[src/rtl/cache_arbiter_pkg.sv]
// cache_arbiter_pkg: shared types for the I/D cache miss arbiter.
//   lc3b_word    16-bit address/data word
//   lc3b_line    128-bit cache line
//   arb_state_t  grant FSM states
//   arb_client_t identity of the last granted client
package cache_arbiter_pkg;

   typedef logic [15:0]  lc3b_word;
   typedef logic [127:0] lc3b_line;

   typedef enum logic [1:0] {
      ARB_IDLE = 2'd0,
      ARB_I    = 2'd1,
      ARB_D    = 2'd2
   } arb_state_t;

   typedef enum logic {
      ARB_CLIENT_I = 1'b0,
      ARB_CLIENT_D = 1'b1
   } arb_client_t;

   // Lines are 16 bytes, so the low nibble of a byte address is dropped.
   localparam lc3b_word LINE_MASK = 16'hFFF0;

   function automatic lc3b_word line_align(input lc3b_word addr);
      return addr & LINE_MASK;
   endfunction

endpackage

[src/rtl/cache_arbiter_if.sv]
// cache_arbiter_if: all client and memory-side signals of the arbiter.
//   I-cache : i_read, i_address -> ; <- i_rdata, i_resp
//   D-cache : d_read, d_write, d_address, d_wdata -> ; <- d_rdata, d_resp
//   memory  : <- pmem_read, pmem_write, pmem_address, pmem_wdata ;
//             pmem_rdata, pmem_resp ->
// modport slave  : the arbiter's view.
// modport master : the environment's view (caches plus physical memory).
interface cache_arbiter_if;
   import cache_arbiter_pkg::*;

   logic     i_read;
   lc3b_word i_address;
   lc3b_line i_rdata;
   logic     i_resp;

   logic     d_read;
   logic     d_write;
   lc3b_word d_address;
   lc3b_line d_wdata;
   lc3b_line d_rdata;
   logic     d_resp;

   logic     pmem_read;
   logic     pmem_write;
   lc3b_word pmem_address;
   lc3b_line pmem_wdata;
   lc3b_line pmem_rdata;
   logic     pmem_resp;

   modport slave (
      input  i_read, i_address, d_read, d_write, d_address, d_wdata,
             pmem_rdata, pmem_resp,
      output i_rdata, i_resp, d_rdata, d_resp,
             pmem_read, pmem_write, pmem_address, pmem_wdata
   );

   modport master (
      output i_read, i_address, d_read, d_write, d_address, d_wdata,
             pmem_rdata, pmem_resp,
      input  i_rdata, i_resp, d_rdata, d_resp,
             pmem_read, pmem_write, pmem_address, pmem_wdata
   );

endinterface

[src/rtl/cache_arbiter_mux2.sv]
// mux2: generic two-input multiplexer.
//   sel   select (0 -> a, 1 -> b)
//   a, b  data inputs of parameterised width
//   f     selected output
module mux2 #(
   parameter int width = 16
) (
   input  logic             sel,
   input  logic [width-1:0] a,
   input  logic [width-1:0] b,
   output logic [width-1:0] f
);

   // Select between the two inputs.
   always_comb begin
      if (sel) begin
         f = b;
      end else begin
         f = a;
      end
   end

endmodule

[src/rtl/cache_arbiter.sv]
// cache_arbiter: serialises I-cache and D-cache line misses onto one
// physical-memory port, one 128-bit line at a time, with a Moore grant FSM
// and round-robin tie-breaking.
//   clk    system clock, rising edge
//   reset  asynchronous, active-high; forces IDLE and last grant = I
//   bus    cache_arbiter_if.slave carrying the client and memory signals
module cache_arbiter
   import cache_arbiter_pkg::*;
(
   input  logic            clk,
   input  logic            reset,
   cache_arbiter_if.slave  bus
);

   arb_state_t  state_q, state_d;
   arb_client_t last_grant_q, last_grant_d;
   logic        d_req;
   lc3b_word    sel_addr;

   assign d_req = bus.d_read | bus.d_write;

   // Next-state and round-robin grant decision.
   always_comb begin
      state_d      = state_q;
      last_grant_d = last_grant_q;
      case (state_q)
         ARB_IDLE: begin
            if (bus.i_read && d_req) begin
               // Tie: the side that did not win last time goes now.
               if (last_grant_q == ARB_CLIENT_I) begin
                  state_d      = ARB_D;
                  last_grant_d = ARB_CLIENT_D;
               end else begin
                  state_d      = ARB_I;
                  last_grant_d = ARB_CLIENT_I;
               end
            end else if (bus.i_read) begin
               state_d      = ARB_I;
               last_grant_d = ARB_CLIENT_I;
            end else if (d_req) begin
               state_d      = ARB_D;
               last_grant_d = ARB_CLIENT_D;
            end else begin
               state_d      = ARB_IDLE;
            end
         end
         ARB_I, ARB_D: begin
            // Completion always passes through IDLE, giving the mandatory gap.
            if (bus.pmem_resp) begin
               state_d = ARB_IDLE;
            end else begin
               state_d = state_q;
            end
         end
         default: begin
            state_d      = ARB_IDLE;
            last_grant_d = last_grant_q;
         end
      endcase
   end

   // State and last-grant registers.
   always_ff @(posedge clk or posedge reset) begin
      if (reset) begin
         state_q      <= ARB_IDLE;
         last_grant_q <= ARB_CLIENT_I;
      end else begin
         state_q      <= state_d;
         last_grant_q <= last_grant_d;
      end
   end

   mux2 #(.width(16)) u_addr_mux (
      .sel (state_q == ARB_D),
      .a   (bus.i_address),
      .b   (bus.d_address),
      .f   (sel_addr)
   );

   // Memory strobes/address decoded from state; resp pulses gated by pmem_resp.
   always_comb begin
      bus.pmem_read    = 1'b0;
      bus.pmem_write   = 1'b0;
      bus.pmem_address = 16'h0000;
      bus.pmem_wdata   = 128'h0;
      bus.i_resp       = 1'b0;
      bus.d_resp       = 1'b0;
      case (state_q)
         ARB_I: begin
            bus.pmem_read    = 1'b1;
            bus.pmem_address = line_align(sel_addr);
            bus.i_resp       = bus.pmem_resp;
         end
         ARB_D: begin
            // A simultaneous read and write request is handled as a write.
            bus.pmem_write   = bus.d_write;
            bus.pmem_read    = ~bus.d_write & bus.d_read;
            bus.pmem_address = line_align(sel_addr);
            bus.pmem_wdata   = bus.d_wdata;
            bus.d_resp       = bus.pmem_resp;
         end
         default: begin
            bus.pmem_read    = 1'b0;
         end
      endcase
   end

   // Read data is broadcast; only the resp pulses qualify it.
   assign bus.i_rdata = bus.pmem_rdata;
   assign bus.d_rdata = bus.pmem_rdata;

endmodule
[src/flat_wrapper.sv]
// flat-port wrapper written by rule: the top's interface ports become plain ports
module cache_arbiter_flat import cache_arbiter_pkg::*;
  (clk, reset, bus_i_read, bus_i_address, bus_d_read, bus_d_write, bus_d_address, bus_d_wdata, bus_pmem_rdata, bus_pmem_resp, bus_i_rdata, bus_i_resp, bus_d_rdata, bus_d_resp, bus_pmem_read, bus_pmem_write, bus_pmem_address, bus_pmem_wdata);
  cache_arbiter_if bus_i ();
  input  logic clk;
  input  logic reset;
  input wire logic [$bits(bus_i.i_read)-1:0] bus_i_read;
  input wire logic [$bits(bus_i.i_address)-1:0] bus_i_address;
  input wire logic [$bits(bus_i.d_read)-1:0] bus_d_read;
  input wire logic [$bits(bus_i.d_write)-1:0] bus_d_write;
  input wire logic [$bits(bus_i.d_address)-1:0] bus_d_address;
  input wire logic [$bits(bus_i.d_wdata)-1:0] bus_d_wdata;
  input wire logic [$bits(bus_i.pmem_rdata)-1:0] bus_pmem_rdata;
  input wire logic [$bits(bus_i.pmem_resp)-1:0] bus_pmem_resp;
  output wire logic [$bits(bus_i.i_rdata)-1:0] bus_i_rdata;
  output wire logic [$bits(bus_i.i_resp)-1:0] bus_i_resp;
  output wire logic [$bits(bus_i.d_rdata)-1:0] bus_d_rdata;
  output wire logic [$bits(bus_i.d_resp)-1:0] bus_d_resp;
  output wire logic [$bits(bus_i.pmem_read)-1:0] bus_pmem_read;
  output wire logic [$bits(bus_i.pmem_write)-1:0] bus_pmem_write;
  output wire logic [$bits(bus_i.pmem_address)-1:0] bus_pmem_address;
  output wire logic [$bits(bus_i.pmem_wdata)-1:0] bus_pmem_wdata;
  assign bus_i.i_read = bus_i_read;
  assign bus_i.i_address = bus_i_address;
  assign bus_i.d_read = bus_d_read;
  assign bus_i.d_write = bus_d_write;
  assign bus_i.d_address = bus_d_address;
  assign bus_i.d_wdata = bus_d_wdata;
  assign bus_i.pmem_rdata = bus_pmem_rdata;
  assign bus_i.pmem_resp = bus_pmem_resp;
  assign bus_i_rdata = bus_i.i_rdata;
  assign bus_i_resp = bus_i.i_resp;
  assign bus_d_rdata = bus_i.d_rdata;
  assign bus_d_resp = bus_i.d_resp;
  assign bus_pmem_read = bus_i.pmem_read;
  assign bus_pmem_write = bus_i.pmem_write;
  assign bus_pmem_address = bus_i.pmem_address;
  assign bus_pmem_wdata = bus_i.pmem_wdata;
  cache_arbiter u_core (.clk(clk), .reset(reset), .bus(bus_i));
endmodule
[config.mk]
export PLATFORM = sky130hd
export DESIGN_NAME = cache_arbiter_flat
export DESIGN_NICKNAME = d
export VERILOG_FILES = /design/src/rtl/cache_arbiter_pkg.sv /design/src/rtl/cache_arbiter_if.sv /design/src/rtl/cache_arbiter_mux2.sv /design/src/rtl/cache_arbiter.sv /design/src/flat_wrapper.sv
export SDC_FILE = /design/constraint.sdc
export NUM_CORES = 1
export LEC_CHECK = 0
export CAP_MARGIN = 20
export CORE_AREA = 3 3 272 274
export DETAILED_ROUTE_END_ITERATION = 10
export DIE_AREA = 0 0 275 277
export PLACE_DENSITY = 0.37
export SYNTH_ARGS = -nofsm -noshare
export SYNTH_HDL_FRONTEND = slang
export SYNTH_SLANG_ARGS = --single-unit
export TNS_END_PERCENT = 10
[constraint.sdc]
create_clock -name clk -period 1.9 [get_ports clk]
set_clock_uncertainty 0.15 [all_clocks]
set_input_delay 0.38 -clock clk [delete_from_list [all_inputs] [get_ports clk]]
set_output_delay 0.38 -clock clk [all_outputs]
set_load 0.01 [all_outputs]
* Yosys cells after proc, flatten, opt, wreduce, memory -nomap -nowiden
Index checks and enable logic that the tools add are counted.
** Operators by class
- Div/mod/pow operators :: 0
- Shift operators :: 0
- Equality and inequality tests :: 3
- Bitwise operators :: 3
- $lt $le $gt $ge :: 0
- $add $sub $neg :: 0
- Reduce and logical (&&, ||, !) cells :: 5
- Mux-type cells :: 17
- Multiply operators :: 0
** Operators by type and width (number)
- 128-bit two-way mux :: 1
- 16-bit two-way mux :: 2
- 2-bit two-way mux :: 5
- 1-bit two-way mux :: 7
- 2-bit case mux with 2 select lines :: 1
- 3-bit nonzero test :: 1
- 2-bit by 1-bit equality test with 1-bit output (second input constant) :: 1
- 2-bit equality test (second input constant) :: 1
- 2-bit zero test :: 1
- 2-bit by 1-bit inequality test with 1-bit output (second input constant) :: 1
- 1-bit case mux with 2 select lines :: 1
- 2-bit AND reduction :: 1
- 2-bit OR reduction :: 1
- 1-bit bitwise AND :: 1
- 1-bit logical AND :: 1
- 1-bit inverter :: 1
- 1-bit OR :: 1
** Storage, ports and cells
- Input bits :: 294
- Register bits :: 3
- Output and inout port bits :: 404
- Word-level logic and storage cells :: 30
- Memories :: 0
- RAM bits :: 0
- Bits in latches :: 0
- ROM bits :: 0

* Logic depth before layout (Yosys ltp)
Gate-level depths: netlist of run 1.
- Word-level depth :: 5
- Mapped depth :: 6
- Mapped depth without buffers :: 4

* Modules after synthesis
From an unflattened synthesis of run 1, not the netlist that was laid out.
** Unflattened totals
- Cells, all modules :: 459
- Area, all modules :: 3450.8 um2
** Modules (own cells, without submodules)
- cache_arbiter :: seq. area each 75.1 um2, area each 3201.8 um2, instances 1, cells each 441
- mux2 :: seq. area each 0.0 um2, area each 249.0 um2, instances 1, cells each 18

* Worst setup path after synthesis of run 1
Ideal clock, no wire load.
- Path type :: flip-flop to output port
- From :: register u_core.state_q[0]
- To :: output port bus_pmem_read
- Data arrival time :: 1215 ps
- Cell stages (with the launch flop) :: 7
- Path buffers :: 2
- Required time :: 1370 ps
- Path slack :: 155 ps
- Cell sequence :: dfrtp_1 inv_1 ha_1 buf_6 buf_12 and3b_1 o21a_1
** Between the ends
- Longest elaborated chain between the ends :: 2
- Elaborated cells between the ends (all ways) :: 3
- Those cells by class :: eq/ne (2); mux (1)
** RTL lines
- start, declared :: line cache_arbiter.sv:15 : arb_state_t state_q, state_d;
- start signal, assigned :: line cache_arbiter.sv:68 : state_q <= state_d;
- 2-bit equality test / 2-bit by 1-bit equality test with 1-bit output (equally long branches) :: line cache_arbiter.sv:88 : case (state_q)
- 1-bit case mux with 2 select lines (*) :: line cache_arbiter.sv:88
- end, declared :: line flat_wrapper.sv:19 : output wire logic [$bits(bus_i.pmem_read)-1:0] bus_pmem_read;
Every way passes the cells marked *; elsewhere a longest branch is shown, timed or not.

* Worst setup path in the final report of run 1
- From :: register u_core.state_q[1]
- To :: output port bus_pmem_wdata[72]
** Between the ends
- Longest elaborated chain between the ends :: 2
** RTL lines
- 2-bit equality test :: line cache_arbiter.sv:88
- 128-bit two-way mux :: line cache_arbiter.sv:88
- end, declared :: line flat_wrapper.sv:22 : output wire logic [$bits(bus_i.pmem_wdata)-1:0] bus_pmem_wdata;
No other way between the ends.

==> reports/metrics.yaml, run 1 <==
routing:
  drt-initial-drc-count: 40
  post_drt_wl_per_cell_um: 12.4
  via_count_of_the_routed_design: 2970
  drt_pre_antenna_iters: 4
  vias_per_cell: 2.02
  detail-route-antenna-nets: 0
  detail_route.wirelength_um: 18200
  drt_drc_violations_left: 0
timing:
  finalHoldWorstSlack_ns: 0.194
  hold_violations: 0
  min_period_ns: 2.21
  finalSetupViolCount: 140
  layout_worst_path_cycle_share: 1.16
  max_freq_mhz: 453
  fin_setup_tns_ns: -22.71
  post-route-worst-setup-slack_ns: -0.307
  rsz0062_at_grt: "yes"
  final-max-slew-violation-count: 0
pwr:
  combinationalPowerShare: 0.924
  p_total_mw: 6.01
  power.switching_mw: 2.48
  peakVddDrop_v: 0.000467
  cell_area_power_density_nw_per_um2: 1030
  fraction_of_power_spent_switching_nets: 0.412
  clockPowerShare: 0.056
  int_pwr_mw: 3.54
  power.static_leakage_nw: 2.32
  pwr-share-seq: 0.021
finish:
  fin_util: 0.0818
  area.growth.synth_to_final_pct: 77.5
  finish.cell_count_without_fillers: 1471
  final_design_area_no_fill_um2: 5860
  seq_area_um2: 75.1
  multiInputGateArea_um2: 1350
  layout-drive-gt1-share: 0.459
  fillerInstances: 8362
  nets_finish: 816
setup_path:
  path_class: "register to output port"
  crit_path_frequent_cell: "buf_12"
  top_fanout_value_on_the_critical_path: 15
  worstSetupStartpoint: "u_core.state_q[1]"
  endpoint_kind: "output port"
  worst_ep_arrival_time_ns: 1.68
  timing.critical_path.cells: "ha_4 -> buf_12 -> buf_12 -> buf_6 -> buf_16 -> and2_1 -> buf_2"
  critical_path.max_stage_delay_ns: 0.42
  cp_data_required_time_ns: 1.37
  reg2reg_from: "u_core.state_q[0]"
  critical_path_slowest_stage_cell: "dfrtp_1"
  critical_path.startpoint_type: "register"
synth:
  synth-seq-cells: 3
  synth.yosys.seq_area_share: 0.0227
  synthesis.instances: 455
  synth_cell_types: 22
  synth.cell_area_um2: 3300
  synth_area_per_cell_um2: 7.25
  yosys_warnings: 0
die:
  floorplan.die.height_um: 277
  initial_core_util: 0.0461
  core_area_um2: 71600
  die_width_um: 275
  design.die.area_um2: 76200
  ioPinCount: 698
  rows: 98
place:
  globalplace.congestion: 0.702
  buffer_ports.inserted: 301
  placed_cell_area_um2: 5610
  dp_slack_ns: -0.432
  place.detailed.instances: 1444
  place.detailed.hpwl_um: 13800
grt:
  initial_antenna_violation_count: 2
  number_of_global_route_vias_before_repair: 3441
  globalRouteTotalUtil: 0.0418
  overflow: 0
  wire_length_of_the_first_global_routing_pass_um: 22800
  grt_max_degree: 29
clock_network:
  tritoncts_num_sinks: 3
  cts_made_buffers: 3
  cts_root_buf: "clkbuf_16"
  hold_fix_buffer_count_after_cts: 0
  buffer_depth_of_the_longest_clock_path: 2
  insertion_delay_ns: 0.22
  number_of_h_tree_branching_levels: 1
  cts_tree: "done"
  clkTransAtPathRegs_ns: 0.03
hold_path:
  min_path_type: "input port to asynchronous set/reset pin"
outcome:
  violated_checks: "setup timing"
  outcome: "complete, but fails checks"
flow_run:
  drv.max_cap_violation_count: 0
cell type report:
cell class	count	share of cell area
Clock buffer	4	0.0135
Inverter	3	0.00192
Antenna cell	3	0.00128
Timing Repair Buffer	333	0.538
Tap cell	950	0.203
Multi-Input combinational cell	175	0.230
Sequential cell	3	0.0128
path summary, 6_finish.rpt:
path,endpoint,slack [ns],cells past startpoint
worst max register to register,u_core.state_q[1],0.32,6
worst min-delay path,u_core.last_grant_q,0.19,2
min in group clk,u_core.last_grant_q,0.34,1
worst min register to register,u_core.last_grant_q,0.34,1
worst max-delay path,bus_pmem_wdata[72],-0.31,7
max in group asynchronous,u_core.state_q[1],1.27,2
cell usage in the layout (no fill, tap or decap), types with 3 or more instances in the layout:
master and count:
clkdlybuf4s50_1 156, buf_2 86, and2_1 83, and2_4 49, buf_6 46, buf_4 14
nor2b_1 12, buf_12 12, mux2i_1 9, clkdlybuf4s15_2 9, clkbuf_16 5, conb_1 4
buf_16 4, diode_2 3, mux2i_4 3, dfrtp_1 3
logic make-up (layout without fill, tap and decap cells):
group | after synthesis | in the layout | synth area share
other cells | 1 | 7 | 0.00114
mux | 12 | 12 | 0.0364
flops | 3 | 3 | 0.0227
simple gates | 149 | 149 | 0.283
fa+ha+maj | 3 | 3 | 0.0114
compound gates | 7 | 7 | 0.0159
buf+inv | 280 | 340 | 0.629
synth_stat cells:
library cell | instances | area share
and3b_1 | 1 | 0.0027
buf_2 | 6 | 0.0091
o21a_1 | 1 | 0.0023
conb_1 | 1 | 0.0011
dfrtp_1 | 3 | 0.023
nand2_1 | 1 | 0.0011
o21ba_2 | 1 | 0.0030
clkbuf_1 | 1 | 0.0011
nand3b_1 | 2 | 0.0045
and2_1 | 132 | 0.25
mux2i_1 | 12 | 0.036
buf_6 | 1 | 0.0034
clkbuf_8 | 1 | 0.0042
buf_4 | 260 | 0.59
a21bo_2 | 1 | 0.0030
inv_1 | 3 | 0.0034
buf_12 | 1 | 0.0061
ha_1 | 3 | 0.011
nor2b_1 | 13 | 0.025
clkbuf_2 | 7 | 0.011
o21ai_0 | 2 | 0.0030
o31ai_1 | 2 | 0.0045
critical path, delay by kind of cell, from the launching register on:
kind / cells / cell delay [ns]
flops: 1 / 0.42
fa+ha+maj: 1 / 0.21
buf+inv: 5 / 0.66
simple gates: 1 / 0.14
power by group through the flow:
stage / Sequential, mW / Clock [mW] / Combinational [mW]
floorplan: 0.115 / 0 / 2.44
global placement: 0.122 / 0 / 4.70
detailed placement: 0.121 / 0 / 4.65
CTS: 0.123 / 0.339 / 5.27
global route: 0.130 / 0.348 / 6.03
finish: 0.124 / 0.335 / 5.55
layer usage:
metal,vias up,global-route usage,part of all wire
met5,-,0.0122,0.0039
met4,2,0.0260,0.065
met3,62,0.0230,0.16
met2,421,0.0718,0.45
met1,1241,0.0373,0.32
li1,1244,-,-
sequential cells by signal, indices dropped and copies added (netlist names):
name and flops:
u_core.state_q 2, u_core.last_grant_q 1
repair_timing:
action	in CTS	in global routing
resized for setup	604	81
endpoints found under the setup margin	144	144
buffers inserted	13	5
cloned	6	2
pin swaps	2	1
No activity file was read; power rests on OpenSTA's default activity.
==> run 2: changes to the inputs <==
--- a/config.mk
+++ b/config.mk
@@ -9,7 +9,9 @@
 export CORE_AREA = 3 3 272 274
 export DETAILED_ROUTE_END_ITERATION = 10
 export DIE_AREA = 0 0 275 277
+export HOLD_SLACK_MARGIN = 0.08
 export PLACE_DENSITY = 0.37
+export SETUP_SLACK_MARGIN = 0.3
 export SYNTH_ARGS = -nofsm -noshare
 export SYNTH_HDL_FRONTEND = slang
 export SYNTH_SLANG_ARGS = --single-unit
==> run 2 against run 1 <==
The flow still finishes with violations (setup timing). Setup slack gained 0.012 ns. Worst hold slack worse by 0.0030 ns. Highest routed layer unchanged. Flip-flop and latch count unchanged. Register-to-register slack got worse by 0.16 ns. Critical path type unchanged. Total power rose by 18%. First-iteration DRC count grew 40%. Routed wire length down 0.30%. Largest power group unchanged. Core utilization grew 0.74 points. Sequential share of layout area fell by 0.11 points. Global-route usage is 0.058 points higher.
==> reports/metrics.yaml, run 2 (synthesis gave the netlist of run 1 again) <==
routing:
  post_drt_wl_per_cell_um: 12.2  # was 12.4 um
  drt_drc_violations_left: 0  # unchanged
  vias_per_cell: 2.02  # about the same
  detail_route.wirelength_um: 18200  # about the same
  drt_pre_antenna_iters: 4  # unchanged
  via_count_of_the_routed_design: 3004  # was 2970
  detail-route-antenna-nets: 0  # unchanged
  drt-initial-drc-count: 56  # was 40
setup_path:
  critical_path.startpoint_type: "register"  # unchanged
  endpoint_kind: "output port"  # unchanged
  critPathBufInv: 5  # unchanged
  timing.critical_path.max_delay_family: "buffers and inverters"  # unchanged
  r2r.worst_path.cells: 7  # was 6
  setup.reg_to_reg.worst_slack_ns: 0.16  # was 0.32 ns
  critical_path_slowest_stage_cell: "dfrtp_1"  # unchanged
  reg2reg_from: "u_core.state_q[1]"  # was u_core.state_q[0]
  worst_ep_arrival_time_ns: 1.67  # was 1.68 ns
  path_class: "register to output port"  # unchanged
  critical_path.max_stage_delay_ns: 0.41  # was 0.42 ns
  timing.critical_path.cells: "ha_4 -> buf_6 -> buf_12 -> buf_16 -> buf_12 -> and2_4 -> buf_2"  # was ha_4 -> buf_12 -> buf_12 -> buf_6 -> buf_16 -> and2_1 -> buf_2
  crit_path_frequent_cell: "buf_12"  # unchanged
  cp_data_required_time_ns: 1.37  # about the same
  top_fanout_value_on_the_critical_path: 7  # was 15
  worst_r2r_endpoint: "u_core.state_q[0]"  # was u_core.state_q[1]
timing:
  hold_violations: 0  # unchanged
  finalSetupViolCount: 143  # was 140
  max_freq_mhz: 455  # was 453 MHz
  fin_setup_tns_ns: -28.86  # was -22.71 ns
  rsz0062_at_grt: "yes"  # unchanged
  layout_worst_path_cycle_share: 1.16  # about the same
  final-max-slew-violation-count: 0  # unchanged
  post-route-worst-setup-slack_ns: -0.295  # was -0.307 ns
  min_period_ns: 2.20  # was 2.21 ns
place:
  globalplace.congestion: 0.759  # was 0.702
  buffer_ports.inserted: 301  # unchanged
  place.detailed.hpwl_um: 13900  # was 13800 um
  place.detailed.instances: 1451  # was 1444
clock_network:
  clkTransAtPathRegs_ns: 0.03  # about the same
  tritoncts_num_sinks: 3  # unchanged
  cts_tree: "done"  # unchanged
  buffer_depth_of_the_longest_clock_path: 2  # unchanged
  cts_made_buffers: 3  # unchanged
  number_of_h_tree_branching_levels: 1  # unchanged
  cts_root_buf: "clkbuf_16"  # unchanged
  insertion_delay_ns: 0.22  # about the same
outcome:
  violated_checks: "setup timing"  # unchanged
  outcome: "complete, but fails checks"  # unchanged
pwr:
  power.static_leakage_nw: 2.56  # was 2.32 nW
  peakVddDrop_v: 0.000571  # was 0.000467 V
  p_total_mw: 7.07  # was 6.01 mW
  cell_area_power_density_nw_per_um2: 1110  # was 1030 nW/um^2
finish:
  layout-drive-gt1-share: 0.562  # was 0.459
  largest_register: "u_core.state_q"  # unchanged
  largestRegisters: "u_core.state_q: 2 flops, u_core.last_grant_q: 1 flops"  # unchanged
  largest_reg_flops: 2  # unchanged
  finish.cell_count_without_fillers: 1487  # was 1471
  seq_area_um2: 75.1  # unchanged
  nets_finish: 834  # was 816
  multiInputGateArea_um2: 1470  # was 1350 um^2
  area.growth.synth_to_final_pct: 93.6  # was 77.5%
  final_common_cell: "clkdlybuf4s50_1"  # unchanged
  fillerInstances: 8358  # was 8362
  final_cell_mix: "clkdlybuf4s50_1 (157), buf_6 (93), and2_4 (83)"  # was clkdlybuf4s50_1 (156), buf_2 (86), and2_1 (83)
hold_path:
  min_path_type: "input port to asynchronous set/reset pin"  # unchanged
grt:
  grt_max_degree: 23  # was 29
  initial_antenna_violation_count: 2  # unchanged
  overflow: 0  # unchanged
  globalRouteTotalUtil: 0.0424  # was 0.0418
  wire_length_of_the_first_global_routing_pass_um: 23200  # was 22800 um
  number_of_global_route_vias_before_repair: 3396  # was 3441
die:
  floorplan.die.height_um: 277  # unchanged
  rows: 98  # unchanged
  ioPinCount: 698  # unchanged
  initial_core_util: 0.0461  # unchanged
  core_area_um2: 71600  # unchanged
  design.die.area_um2: 76200  # unchanged
  die_width_um: 275  # unchanged
flow_run:
  drv.max_cap_violation_count: 0  # unchanged
[run 2: cell count changes in the layout (fill, tap and decap cells not counted), moves of 8 or more]
cell	previous run	this run
buf_6	46	93
and2_1	83	49
and2_4	49	83
buf_2	86	60
clkdlybuf4s15_2	9	0
nor2b_1	12	4
[run 2: worst max-delay path by stage]
stage | endpoint | depth (start not counted) | start
after floorplan | bus_pmem_wdata[100] | 6 | u_core.state_q[0]
after global placement | bus_pmem_address[6] | 7 | u_core.state_q[0]
after detailed placement | bus_pmem_address[6] | 7 | u_core.state_q[0]
after CTS | bus_pmem_address[6] | 7 | u_core.state_q[1]
after global routing | bus_pmem_address[6] | 7 | u_core.state_q[1]
final | bus_pmem_wdata[47] | 7 | u_core.state_q[1]
[run 2: where the power goes]
part           switching [mW]  total [mW]  internal [mW]  leakage [nW]
clock network          0.0548       0.331          0.277        0.0382
logic                    2.56        6.61           4.05          2.48
registers              0.0288       0.126         0.0969        0.0376
[run 2: per-layer routing]
| layer | wire (um) | vias up | track usage |
|---|---|---|---|
| met3 | 3170 | 68 | 0.0284 |
| li1 | - | 1273 | - |
| met4 | 1070 | 2 | 0.0229 |
| met5 | 63 | - | 0.00834 |
| met1 | 5640 | 1262 | 0.0382 |
| met2 | 8240 | 399 | 0.0707 |
[run 2: stage by stage]
stage | utilization | hold WS (ns) | cell area, um^2 | worst slack, ns
floorplan | - | -0.0164 | 3330 | 0.179
global placement | 0.0790 | 0.336 | 5660 | -0.618
detailed placement | 0.0790 | 0.336 | 5660 | -0.637
CTS | 0.0836 | 0.206 | 5990 | -0.352
global route | 0.0892 | 0.211 | 6390 | -0.359
finish | 0.0893 | 0.191 | 6390 | -0.295
[run 2: area by class of cell]
| class | instances | area share |
|---|---|---|
| Timing Repair Buffer | 351 | 0.558 |
| Multi-Input combinational cell | 175 | 0.230 |
| Antenna cell | 1 | 0.000392 |
| Sequential cell | 3 | 0.0117 |
| Clock buffer | 4 | 0.0123 |
| Tap cell | 950 | 0.186 |
| Inverter | 3 | 0.00176 |
[run 2: worst register-to-register path: stages (launching register included)]
cell and delay (ns):
dfrtp_1 0.41, buf_4 0.16, inv_2 0.06, ha_4 0.20, buf_12 0.14, buf_4 0.13
nor2b_2 0.15, o31ai_1 0.23
[run 2: repair_timing]
item | in CTS | in global routing
buffers inserted | 17 | 7
hold buffers | 0 | 0
cloned | 6 | 1
resized for setup | 654 | 137
endpoints found under the hold margin | 0 | 0
setup endpoints to repair | 146 | 146
pin swaps | 4 | 2
==> run 3: changes to the inputs <==
--- a/config.mk
+++ b/config.mk
@@ -5,8 +5,10 @@
 export SDC_FILE = /design/constraint.sdc
 export NUM_CORES = 1
 export LEC_CHECK = 0
+export ABC_CLOCK_PERIOD_IN_PS = 2250
 export CAP_MARGIN = 20
 export CORE_AREA = 3 3 272 274
+export CTS_BUF_LIST = sky130_fd_sc_hd__clkbuf_8 sky130_fd_sc_hd__clkbuf_16
 export DETAILED_ROUTE_END_ITERATION = 10
 export DIE_AREA = 0 0 275 277
 export HOLD_SLACK_MARGIN = 0.08
==> constraint.sdc (replaced) <==
create_clock -name clk -period 2.25 [get_ports clk]
set_clock_uncertainty 0.15 [all_clocks]
set_input_delay 0.45 -clock clk [delete_from_list [all_inputs] [get_ports clk]]
set_output_delay 0.45 -clock clk [all_outputs]
set_load 0.01 [all_outputs]
==> run 3 against run 2 <==
The run still ends with setup timing left. Total power shrank 6.8%. Worst hold slack gained 0.060 ns. Via count increased by 1.8%. Non-clock buffer count shrank 7. Core utilization rose by 0.41 points. Sequential power fell by 18%. Combinational power decreased by 6.1%. Count of clock-buffer cells in the layout is 1 lower. Critical path type unchanged. Sequential share of layout area is 0.052 points lower. Die area unchanged. Flip-flop and latch count did not move. Register-to-register slack better by 0.49 ns.
==> reports/metrics.yaml, run 3 (synthesis gave the netlist of run 1 again) <==
finish:
  fillerInstances: 8288  # was 8358
  largest_register: "u_core.state_q"  # unchanged
  layout-drive-gt1-share: 0.582  # was 0.562
  nets_finish: 827  # was 834
  finish.cell_count_without_fillers: 1482  # was 1487
  largest_reg_flops: 2  # unchanged
  final_cell_mix: "clkdlybuf4s50_1 (157), buf_6 (115), and2_4 (112)"  # was clkdlybuf4s50_1 (157), buf_6 (93), and2_4 (83)
  area.growth.synth_to_final_pct: 103  # was 93.6%
  largestRegisters: "u_core.state_q: 2 flops, u_core.last_grant_q: 1 flops"  # unchanged
  fin_util: 0.0934  # was 0.0893
  final_common_cell: "clkdlybuf4s50_1"  # unchanged
grt:
  globalRouteTotalUtil: 0.0435  # was 0.0424
  grt_max_degree: 34  # was 23
  number_of_global_route_vias_before_repair: 3434  # was 3396
  wire_length_of_the_first_global_routing_pass_um: 23500  # was 23200 um
  overflow: 0  # unchanged
  initial_antenna_violation_count: 3  # was 2
place:
  place.detailed.hpwl_um: 13800  # was 13900 um
  buffer_ports.inserted: 301  # unchanged
  dp_slack_ns: -0.144  # was -0.637 ns
  place.detailed.instances: 1443  # was 1451
  globalplace.congestion: 0.696  # was 0.759
setup_path:
  timing.critical_path.max_delay_family: "buffers and inverters"  # unchanged
  path_class: "register to output port"  # unchanged
  endpoint_kind: "output port"  # unchanged
  critical_path.startpoint_type: "register"  # unchanged
  timing.critical_path.cells: "ha_4 -> buf_12 -> buf_12 -> buf_12 -> clkbuf_16 -> and2_1 -> buf_2"  # was ha_4 -> buf_6 -> buf_12 -> buf_16 -> buf_12 -> and2_4 -> buf_2
  worst_ep_arrival_time_ns: 1.66  # was 1.67 ns
  critical_path_slowest_stage_cell: "dfrtp_1"  # unchanged
  top_fanout_value_on_the_critical_path: 8  # was 7
  critical_path.max_stage_delay_ns: 0.40  # was 0.41 ns
  critPathBufInv: 5  # unchanged
  cp_data_required_time_ns: 1.65  # was 1.37 ns
  crit_path_frequent_cell: "buf_12"  # unchanged
die:
  initial_core_util: 0.0461  # unchanged
  die_width_um: 275  # unchanged
  rows: 98  # unchanged
  ioPinCount: 698  # unchanged
  core_area_um2: 71600  # unchanged
  floorplan.die.height_um: 277  # unchanged
  design.die.area_um2: 76200  # unchanged
routing:
  detail_route.wirelength_um: 20000  # was 18200 um
  drt_drc_violations_left: 0  # unchanged
  drt_pre_antenna_iters: 4  # unchanged
  drt-initial-drc-count: 73  # was 56
  post_drt_wl_per_cell_um: 13.5  # was 12.2 um
  detail-route-antenna-nets: 0  # unchanged
  vias_per_cell: 2.06  # was 2.02
  via_count_of_the_routed_design: 3058  # was 3004
clock_network:
  tritoncts_num_sinks: 3  # unchanged
  cts_made_buffers: 3  # unchanged
  clkTransAtPathRegs_ns: 0.03  # about the same
  buffer_depth_of_the_longest_clock_path: 2  # unchanged
  cts_tree: "done"  # unchanged
  cts_root_buf: "clkbuf_16"  # unchanged
  insertion_delay_ns: 0.22  # about the same
  hold_fix_buffer_count_after_cts: 0  # unchanged
  number_of_h_tree_branching_levels: 1  # unchanged
timing:
  min_period_ns: 2.26
  final-max-slew-violation-count: 0  # unchanged
  hold_violations: 0  # unchanged
  max_freq_mhz: 442
  post-route-worst-setup-slack_ns: -0.0119  # was -0.295 ns
  layout_worst_path_cycle_share: 1.01
  rsz0062_at_grt: "yes"  # unchanged
  finalSetupViolCount: 5  # was 143
flow_run:
  drv.max_cap_violation_count: 0  # unchanged
pwr:
  power.static_leakage_nw: 2.63  # was 2.56 nW
  p_total_mw: 6.59  # was 7.07 mW
  peakVddDrop_v: 0.000471  # was 0.000571 V
  cell_area_power_density_nw_per_um2: 986  # was 1110 nW/um^2
outcome:
  violated_checks: "setup timing"  # unchanged
  outcome: "complete, but fails checks"  # unchanged
hold_path:
  min_path_type: "input port to asynchronous set/reset pin"  # unchanged
[run 3: changes by cell type in the layout (fill, tap and decap cells not counted), moves of 6 or more]
cell | before | now
and2_1 | 49 | 19
and2_4 | 83 | 112
buf_16 | 5 | 11
buf_2 | 60 | 22
buf_6 | 93 | 115
nor2b_1 | 4 | 13
nor2b_2 | 8 | 0
[run 3: final cells by class]
| cell class | count | area, um^2 | share of cell area |
|---|---|---|---|
| antenna | 3 | 7.51 | 0.00112 |
| clock buffer | 3 | 75.1 | 0.0112 |
| clock inverter | 1 | 3.75 | 0.000561 |
| inverter | 3 | 11.3 | 0.00168 |
| multi-input combinational | 175 | 1490 | 0.223 |
| sequential | 3 | 75.1 | 0.0112 |
| tap | 950 | 1190 | 0.178 |
| timing repair buffer | 344 | 3830 | 0.573 |
[run 3: power breakdown]
part	total, mW	switching [mW]	leakage (nW)	internal, mW
logic	6.21	2.45	2.55	3.76
clock network	0.277	0.0476	0.0423	0.229
registers	0.103	0.0212	0.0376	0.0818
[run 3: final timing paths]
check                           slack, ns                   to  depth (start not counted)                 from
min in group clk                     0.35  u_core.last_grant_q                          1  u_core.last_grant_q
worst min-delay path                 0.25    u_core.state_q[0]                          2                reset
max in group asynchronous            1.57    u_core.state_q[1]                          2                reset
worst max register to register       0.65    u_core.state_q[1]                          6    u_core.state_q[1]
worst max-delay path                -0.01   bus_pmem_wdata[48]                          7    u_core.state_q[1]
worst min register to register       0.35  u_core.last_grant_q                          1  u_core.last_grant_q
[run 3: what timing repair did]
| action | in CTS | in global routing |
|---|---|---|
| gates resized for setup | 639 | 195 |
| setup buffers | 15 | 3 |
| gates cloned | 9 | 5 |
| pin swaps | 19 | 53 |
| endpoints found under the setup margin | 144 | 144 |
[run 3: layer usage]
layer,vias up,global-route usage,share of wire
met5,-,0.0122,0.0036
met4,2,0.0241,0.055
met3,65,0.0239,0.17
met2,436,0.0762,0.48
met1,1288,0.0388,0.29
li1,1267,-,-
[run 3: through the flow]
stage	hold WS [ns]	instance area (um^2)	TNS, ns
after floorplan	0.0536	3310	0
after global placement	0.351	5580	-6.65
after detailed placement	0.352	5580	-4.61
after CTS	0.257	5840	-0.149
after global routing	0.290	6680	-0.683
final	0.252	6690	-0.0366
